===== src/rtl/regist_pkg.sv =====
// Shared definitions for the 4-bit function register and its command sequencer.
package regist_pkg;

  typedef logic [2:0] opcode_t;

  localparam opcode_t OP_HOLD  = 3'b000;
  localparam opcode_t OP_RESET = 3'b001;
  localparam opcode_t OP_LOAD  = 3'b010;
  localparam opcode_t OP_SHL   = 3'b011;
  localparam opcode_t OP_SHR   = 3'b100;

  typedef enum logic {IDLE, EXEC} state_t;

  function automatic logic op_is_legal(opcode_t op);
    return op <= OP_SHR;
  endfunction

  function automatic logic op_is_shift(opcode_t op);
    return (op == OP_SHL) || (op == OP_SHR);
  endfunction

endpackage


===== src/rtl/regist_sequencer_if.sv =====
// Operator command channel into the sequencer: valid/ready handshake plus payload.
interface regist_sequencer_if
  import regist_pkg::*;
#(
  parameter int COUNT_W = 3
);

  logic               cmd_valid;
  logic               cmd_ready;
  opcode_t            cmd_op;
  logic [3:0]         cmd_data;
  logic [COUNT_W-1:0] cmd_count;

  modport master (
    output cmd_valid,
    output cmd_op,
    output cmd_data,
    output cmd_count,
    input  cmd_ready
  );

  modport slave (
    input  cmd_valid,
    input  cmd_op,
    input  cmd_data,
    input  cmd_count,
    output cmd_ready
  );

endinterface


===== src/rtl/regist_cmd_fifo.sv =====
// Small synchronous FIFO holding packed commands; clear empties it in one edge.
module regist_cmd_fifo #(
  parameter int DEPTH = 4,
  parameter int WIDTH = 10
) (
  input  logic             clock,
  input  logic             reset_n,
  input  logic             clear,
  input  logic             push,
  input  logic             pop,
  input  logic [WIDTH-1:0] push_data,
  output logic             full,
  output logic             empty,
  output logic [WIDTH-1:0] head
);

  localparam int AW = $clog2(DEPTH);
  localparam int CW = AW + 1;

  logic [AW-1:0]    wr_ptr_q, wr_ptr_d;
  logic [AW-1:0]    rd_ptr_q, rd_ptr_d;
  logic [CW-1:0]    count_q, count_d;
  logic [WIDTH-1:0] mem_q [DEPTH];
  logic [WIDTH-1:0] mem_d [DEPTH];
  logic             do_push, do_pop;

  assign full    = (count_q == CW'(DEPTH));
  assign empty   = (count_q == '0);
  assign head    = mem_q[rd_ptr_q];
  assign do_push = push && !full;
  assign do_pop  = pop && !empty;

  always_comb begin
    wr_ptr_d = wr_ptr_q;
    rd_ptr_d = rd_ptr_q;
    count_d  = count_q;
    mem_d    = mem_q;
    if (clear) begin
      wr_ptr_d = '0;
      rd_ptr_d = '0;
      count_d  = '0;
    end else begin
      if (do_push) begin
        mem_d[wr_ptr_q] = push_data;
        wr_ptr_d        = wr_ptr_q + AW'(1);
      end
      if (do_pop) begin
        rd_ptr_d = rd_ptr_q + AW'(1);
      end
      if (do_push && !do_pop) begin
        count_d = count_q + CW'(1);
      end else if (do_pop && !do_push) begin
        count_d = count_q - CW'(1);
      end
    end
  end

  always_ff @(posedge clock or negedge reset_n) begin
    if (!reset_n) begin
      wr_ptr_q <= '0;
      rd_ptr_q <= '0;
      count_q  <= '0;
    end else begin
      wr_ptr_q <= wr_ptr_d;
      rd_ptr_q <= rd_ptr_d;
      count_q  <= count_d;
    end
  end

  // Storage needs no reset: the count alone decides which entries are meaningful.
  always_ff @(posedge clock) begin
    mem_q <= mem_d;
  end

endmodule


===== src/rtl/regist_sequencer.sv =====
// Feeds the function register one operation per clock from a queue of operator
// commands, expanding shift repeat counts and idling the register with HOLD.
module regist_sequencer
  import regist_pkg::*;
#(
  parameter int DEPTH   = 4,
  parameter int COUNT_W = 3
) (
  input  logic                clock,
  input  logic                reset_n,
  regist_sequencer_if.slave   cmd,
  input  logic                flush,
  output logic [2:0]          funcao,
  output logic [3:0]          entrada,
  output logic                busy,
  output logic                done,
  output logic                err
);

  localparam int WIDTH = 3 + 4 + COUNT_W;

  logic               fifo_push, fifo_pop, fifo_full, fifo_empty;
  logic [WIDTH-1:0]   fifo_head;
  opcode_t            head_op;
  logic [3:0]         head_data;
  logic [COUNT_W-1:0] head_count, head_eff_count;

  state_t             state_q, state_d;
  logic [COUNT_W-1:0] remaining_q, remaining_d;
  opcode_t            funcao_q, funcao_d;
  logic [3:0]         entrada_q, entrada_d;
  logic               done_q, done_d;
  logic               err_q, err_d;
  logic               last_cycle;

  regist_cmd_fifo #(
    .DEPTH (DEPTH),
    .WIDTH (WIDTH)
  ) u_fifo (
    .clock     (clock),
    .reset_n   (reset_n),
    .clear     (flush),
    .push      (fifo_push),
    .pop       (fifo_pop),
    .push_data ({cmd.cmd_op, cmd.cmd_data, cmd.cmd_count}),
    .full      (fifo_full),
    .empty     (fifo_empty),
    .head      (fifo_head)
  );

  assign cmd.cmd_ready = !fifo_full;
  assign fifo_push     = cmd.cmd_valid && !fifo_full && !flush;

  assign head_op    = opcode_t'(fifo_head[WIDTH-1 -: 3]);
  assign head_data  = fifo_head[COUNT_W +: 4];
  assign head_count = fifo_head[COUNT_W-1:0];

  // Only shifts repeat; a zero count still issues once.
  assign head_eff_count = (op_is_shift(head_op) && (head_count != '0)) ? head_count : COUNT_W'(1);

  // Popping on the final issue cycle chains commands without a HOLD bubble.
  assign last_cycle = (state_q == EXEC) && (remaining_q == COUNT_W'(1));
  assign fifo_pop   = !flush && !fifo_empty && ((state_q == IDLE) || last_cycle);

  always_comb begin
    state_d     = state_q;
    remaining_d = remaining_q;
    funcao_d    = funcao_q;
    entrada_d   = entrada_q;
    done_d      = 1'b0;
    err_d       = err_q;
    if (flush) begin
      state_d     = IDLE;
      remaining_d = '0;
      funcao_d    = OP_HOLD;
      entrada_d   = '0;
    end else if (fifo_pop) begin
      state_d     = EXEC;
      remaining_d = head_eff_count;
      funcao_d    = op_is_legal(head_op) ? head_op : OP_HOLD;
      entrada_d   = (head_op == OP_LOAD) ? head_data : 4'd0;
      done_d      = (head_eff_count == COUNT_W'(1));
      if (!op_is_legal(head_op)) begin
        err_d = 1'b1;
      end
    end else if ((state_q == IDLE) || last_cycle) begin
      state_d     = IDLE;
      remaining_d = '0;
      funcao_d    = OP_HOLD;
      entrada_d   = '0;
    end else begin
      remaining_d = remaining_q - COUNT_W'(1);
      done_d      = (remaining_q == COUNT_W'(2));
    end
  end

  always_ff @(posedge clock or negedge reset_n) begin
    if (!reset_n) begin
      state_q     <= IDLE;
      remaining_q <= '0;
      funcao_q    <= OP_HOLD;
      entrada_q   <= '0;
      done_q      <= 1'b0;
      err_q       <= 1'b0;
    end else begin
      state_q     <= state_d;
      remaining_q <= remaining_d;
      funcao_q    <= funcao_d;
      entrada_q   <= entrada_d;
      done_q      <= done_d;
      err_q       <= err_d;
    end
  end

  assign funcao  = funcao_q;
  assign entrada = entrada_q;
  assign done    = done_q;
  assign err     = err_q;
  assign busy    = (state_q == EXEC) || !fifo_empty;

endmodule

===== src/flat_wrapper.sv =====
// flat-port wrapper written by rule: the top's interface ports become plain ports
module regist_sequencer_flat import regist_pkg::*;
#(
  parameter int DEPTH   = 4,
  parameter int COUNT_W = 3
)
  (clock, reset_n, flush, funcao, entrada, busy, done, err, cmd_cmd_valid, cmd_cmd_op, cmd_cmd_data, cmd_cmd_count, cmd_cmd_ready);
  regist_sequencer_if #(.COUNT_W(COUNT_W)) cmd_i ();
  input  logic clock;
  input  logic reset_n;
  input  logic flush;
  output logic [2:0] funcao;
  output logic [3:0] entrada;
  output logic busy;
  output logic done;
  output logic err;
  input wire logic [$bits(cmd_i.cmd_valid)-1:0] cmd_cmd_valid;
  input wire logic [$bits(cmd_i.cmd_op)-1:0] cmd_cmd_op;
  input wire logic [$bits(cmd_i.cmd_data)-1:0] cmd_cmd_data;
  input wire logic [$bits(cmd_i.cmd_count)-1:0] cmd_cmd_count;
  output wire logic [$bits(cmd_i.cmd_ready)-1:0] cmd_cmd_ready;
  assign cmd_i.cmd_valid = cmd_cmd_valid;
  assign cmd_i.cmd_op = cmd_cmd_op;
  assign cmd_i.cmd_data = cmd_cmd_data;
  assign cmd_i.cmd_count = cmd_cmd_count;
  assign cmd_cmd_ready = cmd_i.cmd_ready;
  regist_sequencer #(.DEPTH(DEPTH), .COUNT_W(COUNT_W)) u_core (.clock(clock), .reset_n(reset_n), .cmd(cmd_i), .flush(flush), .funcao(funcao), .entrada(entrada), .busy(busy), .done(done), .err(err));
endmodule

===== config.mk =====
export PLATFORM = sky130hd
export DESIGN_NAME = regist_sequencer_flat
export DESIGN_NICKNAME = d
export VERILOG_FILES = /design/src/rtl/regist_pkg.sv /design/src/rtl/regist_sequencer_if.sv /design/src/rtl/regist_cmd_fifo.sv /design/src/rtl/regist_sequencer.sv /design/src/flat_wrapper.sv
export SDC_FILE = /design/constraint.sdc
export NUM_CORES = 1
export LEC_CHECK = 0
export ABC_CLOCK_PERIOD_IN_PS = 2860
export CORE_MARGIN = 4
export CORE_UTILIZATION = 55
export DETAILED_ROUTE_END_ITERATION = 7
export PLACE_DENSITY = 0.83
export SYNTH_ARGS = -nofsm -noshare
export SYNTH_HDL_FRONTEND = slang
export SYNTH_SLANG_ARGS = --single-unit

===== constraint.sdc =====
create_clock -name clock -period 2.86 [get_ports clock]
set_clock_uncertainty 0.05 [all_clocks]
set_input_delay 0.572 -clock clock [delete_from_list [all_inputs] [get_ports clock]]
set_output_delay 0.572 -clock clock [all_outputs]
set_load 0.005 [all_outputs]

Word-level counts from Yosys, hierarchy flattened
Index checks and enable logic that the tools add are counted.
{ "totals": {"memories": 0, "ram_bits": 0, "latch_bits": 0, "ff_bits": 60, "out_inout_bits": 11, "rom_bits": 0} }
{ "op_classes": {"eq_ne": 7, "bitwise_logic": 5, "shift": 0, "add_sub_neg": 5, "mul": 0, "n_reduce_logical": 27, "magnitude_cmp": 4, "mux": 31, "n_div": 0} }
{ "ops": {"columns": ["operator", "count"], "rows": [
  ["$bwmux 40", 1],
  ["$mux 3", 11],
  ["$mux 10", 3],
  ["$bmux 10 s2", 1],
  ["$demux 10 s2", 1],
  ["$mux 4", 4],
  ["$logic_and 1x1->1", 11],
  ["$eq 3x2->1 const B", 3],
  ["$reduce_bool 3->1", 3],
  ["$mux 2", 4],
  ["$eq 3x1->1 const B", 2],
  ["$eq 3x3->1 const B", 2],
  ["$ge 3x3->1 const B", 2],
  ["$mux 1", 6],
  ["$not 2->3", 2],
  ["$sub 3x1->3 const B", 2],
  ["$logic_not 1->1", 5],
  ["$add 2x1->2 const B", 2],
  ["$reduce_bool 2->1", 2],
  ["$add 3x1->3 const B", 1],
  ["$le 3x3->1 const B", 1],
  ["$logic_not 3->1", 1],
  ["$logic_or 1x1->1", 3],
  ["$lt 3x1->1 const B", 1],
  ["other kinds (3)", 5]
]} }

Depth between registers and ports, before layout
{ "depth": {"ltp_word": 11, "ltp_mapped": 9} }

By module
From an unflattened synthesis, not the netlist that was laid out.
{ "hier_totals": {"hier_cells": 171, "hier_area_um2": 2655.0} }
{ "modules_own_cells": {"columns": ["module", "cells_each", "area_per_inst_um2", "instances"], "rows": [
  ["regist_cmd_fifo", 115, 1998.2, 1],
  ["regist_sequencer", 56, 656.9, 1]
]} }

Worst setup path after synthesis
OpenSTA, ideal clock, no wires.
{ "synth_timing": {"path_type": "reg-to-reg", "from": "register u_core.remaining_q[1]", "to": "register u_core.u_fifo.count_q[2]", "setup_slack_ps": 550, "arrival_time_ps": 2122, "required_ps": 2672, "period_less_slack_ps": 2310, "stages_incl_launch_ff": 10, "path_cell_list": "dfrtp_1 > inv_1 > ha_1 > nand2b_4 > a21oi_1 > nor3_1 > fa_1 > or3_1 > nand2_1 > a211oi_1"} }
{ "synth_between": {"elab_chain_cells": 9, "word_cells_on_any_way": 11, "cone_classes": "eq/ne (1); mux (2); reduce/logical (8)"} }
{ "synth_lines": {"columns": ["element", "line_no", "source"], "rows": [
  ["start: declaration", "regist_sequencer.sv:29", "logic [COUNT_W-1:0] remaining_q, remaining_d;"],
  ["start signal: assignment", "regist_sequencer.sv:107", "remaining_q <= remaining_d;"],
  ["$eq 3x1->1 *", "regist_sequencer.sv:62", "assign last_cycle = (state_q == EXEC) && (remaining_q == COUNT_W'(1));"],
  ["$logic_and 1x1->1 *", "regist_sequencer.sv:62", null],
  ["$logic_or 1x1->1 *", "regist_sequencer.sv:63", "assign fifo_pop = !flush && !fifo_empty && ((state_q == IDLE) || last_cycle);"],
  ["$logic_and 1x1->1 *", "regist_sequencer.sv:63", null],
  ["$logic_and 1x1->1 *", "regist_cmd_fifo.sv:31", "assign do_pop = pop && !empty;"],
  ["$logic_not 1->1", "regist_cmd_fifo.sv:50", "if (do_push && !do_pop) begin"],
  ["$logic_and 1x1->1", "regist_cmd_fifo.sv:50", null],
  ["$mux 3", "regist_cmd_fifo.sv:50", null],
  ["$mux 3", "regist_cmd_fifo.sv:38", "if (clear) begin"],
  ["end signal: assignment", "regist_cmd_fifo.sv:66", "count_q <= count_d;"],
  ["end: declaration", "regist_cmd_fifo.sv:22", "logic [CW-1:0] count_q, count_d;"]
]} }
Every way passes the cells marked *; elsewhere a longest branch is shown, timed or not.
A chain may end at the register's enable or synchronous reset.

Worst setup path in the final report
{ "layout_timing": {"from": "register u_core.u_fifo.count_q[1]", "to": "register u_core.u_fifo.count_q[2]"} }
{ "layout_between": {"elab_chain_cells": 9, "word_cells_on_any_way": 20, "cone_classes": "add/sub (2); eq/ne (1); mux (3); reduce/logical (14)"} }
{ "layout_lines": {"columns": ["element"], "rows": [
  ["parallel branches: the longest is 9 deep, another holds $sub 3x1->3"]
]} }
Several ways; the timed one is not identified. The select of a mux whose other input is x is not followed.

==> impl_metrics.yaml <==
timing:
  fin_crit_ns: 2.406
  setup_viol: 0
  maxSlewHeadroom: 0.4104
  hold_violations: 0
  worst_pin_slew_ns: 0.8817
  fmax_ghz: 0.4157
  period_share: 0.8412
  fin_setup_tns_ns: 0
  drv_slew: 0
  rsz0062_at_grt: "no"
drt:
  routed.top_layer: "met4"
  vias: 1440
  routed_wl_mm: 4.421
  first_iter_violations: 87
  dr_wl_met3_um: 215
  wl_per_cell_um: 17.27
  firstDrtPassIters: 4
  drc: 0
  vias_per_cell: 5.625
  final_antenna_net_count: 0
  wl_met2_mm: 2.328
  drt-met1-wl_mm: 1.764
synthesis:
  ys_types: 37
  yosysWarnings: 0
  yosys.area.top_type: "edfxtp_1"
  synth_cells: 164
  ys_top_cells_by_area: "edfxtp_1, dfrtp_1, mux4_1"
  synth_nets: 186
  syn_area_um2: 2585
  synth_top_cell_area_share: 0.4647
  ys_ff_latch: 60
  avgSynthCellArea_um2: 15.76
  async_reset_ff_frac: 0.3333
  synth_edf_count: 40
  yosysSeqAreaShare: 0.6583
  synth_top_flop_cell: "edfxtp_1"
layout:
  drive_gt1_frac: 0.1814
  fin_nets: 221
  stdcell_count: 256
  syn2layout_area_growth_pct: 20.86
  n_antenna_cell: 0
  n_fill_cell: 290
cts:
  clk_latency_ns: 0.34
  cts.sinks: 60
  h-tree-depth: 3
  clk_path_buf_depth: 2
  cts_tree: "yes"
  path_clk_slew_ns: 0.07
  cts_buffers: 9
  post-cts-setup-buffer-count: 0
  clockRootBuffer: "clkbuf_8"
  hold_buffers: 0
  ctsResizeCount: 0
floorplan:
  fp.dieW_um: 76.56
  die-area_um2: 5861
  die_h_um: 76.56
  start_util: 0.5816
  pin_count: 25
  core_um2: 4444
  rows: 24
worst_setup_path:
  timing.rr.start: "u_core.u_fifo.count_q[1]$_DFFE_PN0P_"
  ff2ff_setup_slack_ns: 0.45
  timing.rr.end: "u_core.u_fifo.count_q[2]$_DFFE_PN0P_"
  crit_type: "flop to flop"
  reg2regPathDepth: 7
  crit_top_cell: "nand2_1"
  critical_path.startpoint_type: "flop"
  cp_slowest_stage_delay_ns: 0.52
  path_cells: "or3b_2, nand2_1, nor3_1, fa_1, or3_1, nand2_1, a211oi_1"
  slowest_stage: "or3b_2"
  crit_path_end_kind: "flop"
  critPathArrivalTime_ns: 2.57
  crit_required_ns: 3.02
  cp_max_fo: 7
placed_design:
  dp_cells: 240
  io_buffers: 24
  dpl.hpwl_mm: 2.984
  gp_congestion: 0.8308
min_path:
  whs_path_depth: 2
  hold_class: "flop to flop"
  hp-start: "u_core.funcao[2]$_DFFE_PN0P_"
  hold-path-endpoint: "u_core.funcao[2]$_DFFE_PN0P_"
run_status:
  status: "complete, no violations"
grt:
  grt_pass1_wl_mm: 7.493
  grt_start_max_net_pins: 21
  antenna_found_initial: 0
  track_usage: 0.1717
  grt_remaining_overflow: 0
  grt_pass1_vias: 1550
pwr:
  cellPowerDensity_nw_per_um2: 910.0
  ir_drop_mv: 0.4149
  p_leak_nw: 1.176
flow_run:
  drv_cap: 0
## worst max-delay path by stage
| stage | from | end | slack (ns) |
|---|---|---|---|
| final | u_core.u_fifo.count_q[1]$_DFFE_PN0P_ | u_core.u_fifo.count_q[2]$_DFFE_PN0P_ | 0.45 |
| after global routing | u_core.u_fifo.count_q[1]$_DFFE_PN0P_ | u_core.u_fifo.count_q[2]$_DFFE_PN0P_ | 0.30 |
| after CTS | u_core.u_fifo.count_q[1]$_DFFE_PN0P_ | u_core.u_fifo.count_q[2]$_DFFE_PN0P_ | 0.47 |
| after detailed placement | cmd_cmd_valid | u_core.u_fifo.count_q[2]$_DFFE_PN0P_ | 0.38 |
| after global placement | cmd_cmd_valid | u_core.u_fifo.count_q[2]$_DFFE_PN0P_ | 0.46 |
| after floorplan | u_core.remaining_q[1]$_DFF_PN0_ | u_core.u_fifo.count_q[2]$_DFFE_PN0P_ | 0.55 |
## registers in the layout, indices dropped and copies added, names as in the netlist
name / cells
u_core.u_fifo.mem_q: 40
u_core.entrada: 4
u_core.funcao: 3
u_core.remaining_q: 3
u_core.u_fifo.count_q: 3
u_core.u_fifo.rd_ptr_q: 2
u_core.u_fifo.wr_ptr_q: 2
u_core.done: 1
u_core.err: 1
u_core.state_q: 1
## cells in the mapped netlist (2+ instances only)
cell type and instances:
a211oi_1 2, a21oi_1 3, and2_1 5, clkbuf_1 2, dfrtp_1 20, edfxtp_1 40
ha_1 7, inv_1 11, mux4_1 5, mux4_2 5, nand2_1 16, nand3_1 4
nor2_1 9, nor3_1 3, o21ai_1 2, o21ai_2 5, or2_4 2, xnor2_1 4
## final cells by class
class,count,area (um^2),area share
sequential,60,1702,0.5447
multi-input combinational,90,823.3,0.2635
clock buffer,13,191.4,0.06127
tap,52,65.06,0.02082
inverter,11,41.29,0.01322
clock inverter,3,38.79,0.01241
timing repair buffer,27,262.8,0.08410
## kinds of logic after synthesis
group,after synthesis,share of synthesized area
XOR/XNOR,5,0.01694
AO/OA/AOI/OAI,18,0.05953
AND/OR/NAND/NOR,48,0.09730
multiplexers,11,0.1031
buffers and inverters,14,0.02323
adder cells (fa/ha/maj),8,0.04163
flip-flops,60,0.6583
## critical path: cells and delay by family, from the launching register on
kind | cells | cell delay (ns)
adder cells (fa/ha/maj) | 1 | 0.42
flip-flops | 1 | 0.42
AND/OR/NAND/NOR | 5 | 1.33
AO/OA/AOI/OAI | 1 | 0.06
## per-stage QoR
stage | instance area, um^2 | util | setup WS (ns) | power, mW | hold WS [ns]
after global routing | 3124 | 0.7030 | 0.3027 | 3.018 | 0.4625
after floorplan | 2585 | - | 0.5501 | 1.749 | 0.2264
final | 3124 | 0.7030 | 0.4543 | 2.843 | 0.4354
after CTS | 3124 | 0.7030 | 0.4684 | 2.873 | 0.4419
after detailed placement | 2894 | 0.6512 | 0.3836 | 2.012 | 0.4249
after global placement | 2894 | 0.6512 | 0.4649 | 1.966 | 0.4043
## cells in the final DEF (no fill, tap or decap), drive strengths merged, types with 2 or more instances in the layout
| cell type | Yosys | final |
|---|---|---|
| edfxtp | 40 | 40 |
| clkdlybuf4s50 | 0 | 24 |
| dfrtp | 20 | 20 |
| nand2 | 16 | 16 |
| clkbuf | 2 | 13 |
| inv | 11 | 11 |
| mux4 | 10 | 10 |
| nor2 | 9 | 9 |
| o21ai | 8 | 8 |
| ha | 7 | 7 |
| and2 | 5 | 5 |
| nand3 | 4 | 4 |
| xnor2 | 4 | 4 |
| nor3 | 4 | 4 |
| a21oi | 3 | 3 |
| buf | 1 | 3 |
| or2 | 3 | 3 |
| a211oi | 2 | 2 |
| nand2b | 2 | 2 |
| a22o | 2 | 2 |
| clkinv | 0 | 2 |
## layer usage
metal,up-vias,GRT usage
met5,-,0
met4,0,0.09420
met2,40,0.2812
met3,12,0.06738
met1,715,0.1921
li1,673,-
## power by group
group	internal (mW)	switching (mW)	total, mW
clock network	0.528	0.312	0.840
registers	1.05	0.111	1.16
logic	0.423	0.418	0.841
total	2.00	0.842	2.84
Power figures use the tool's default switching activity.
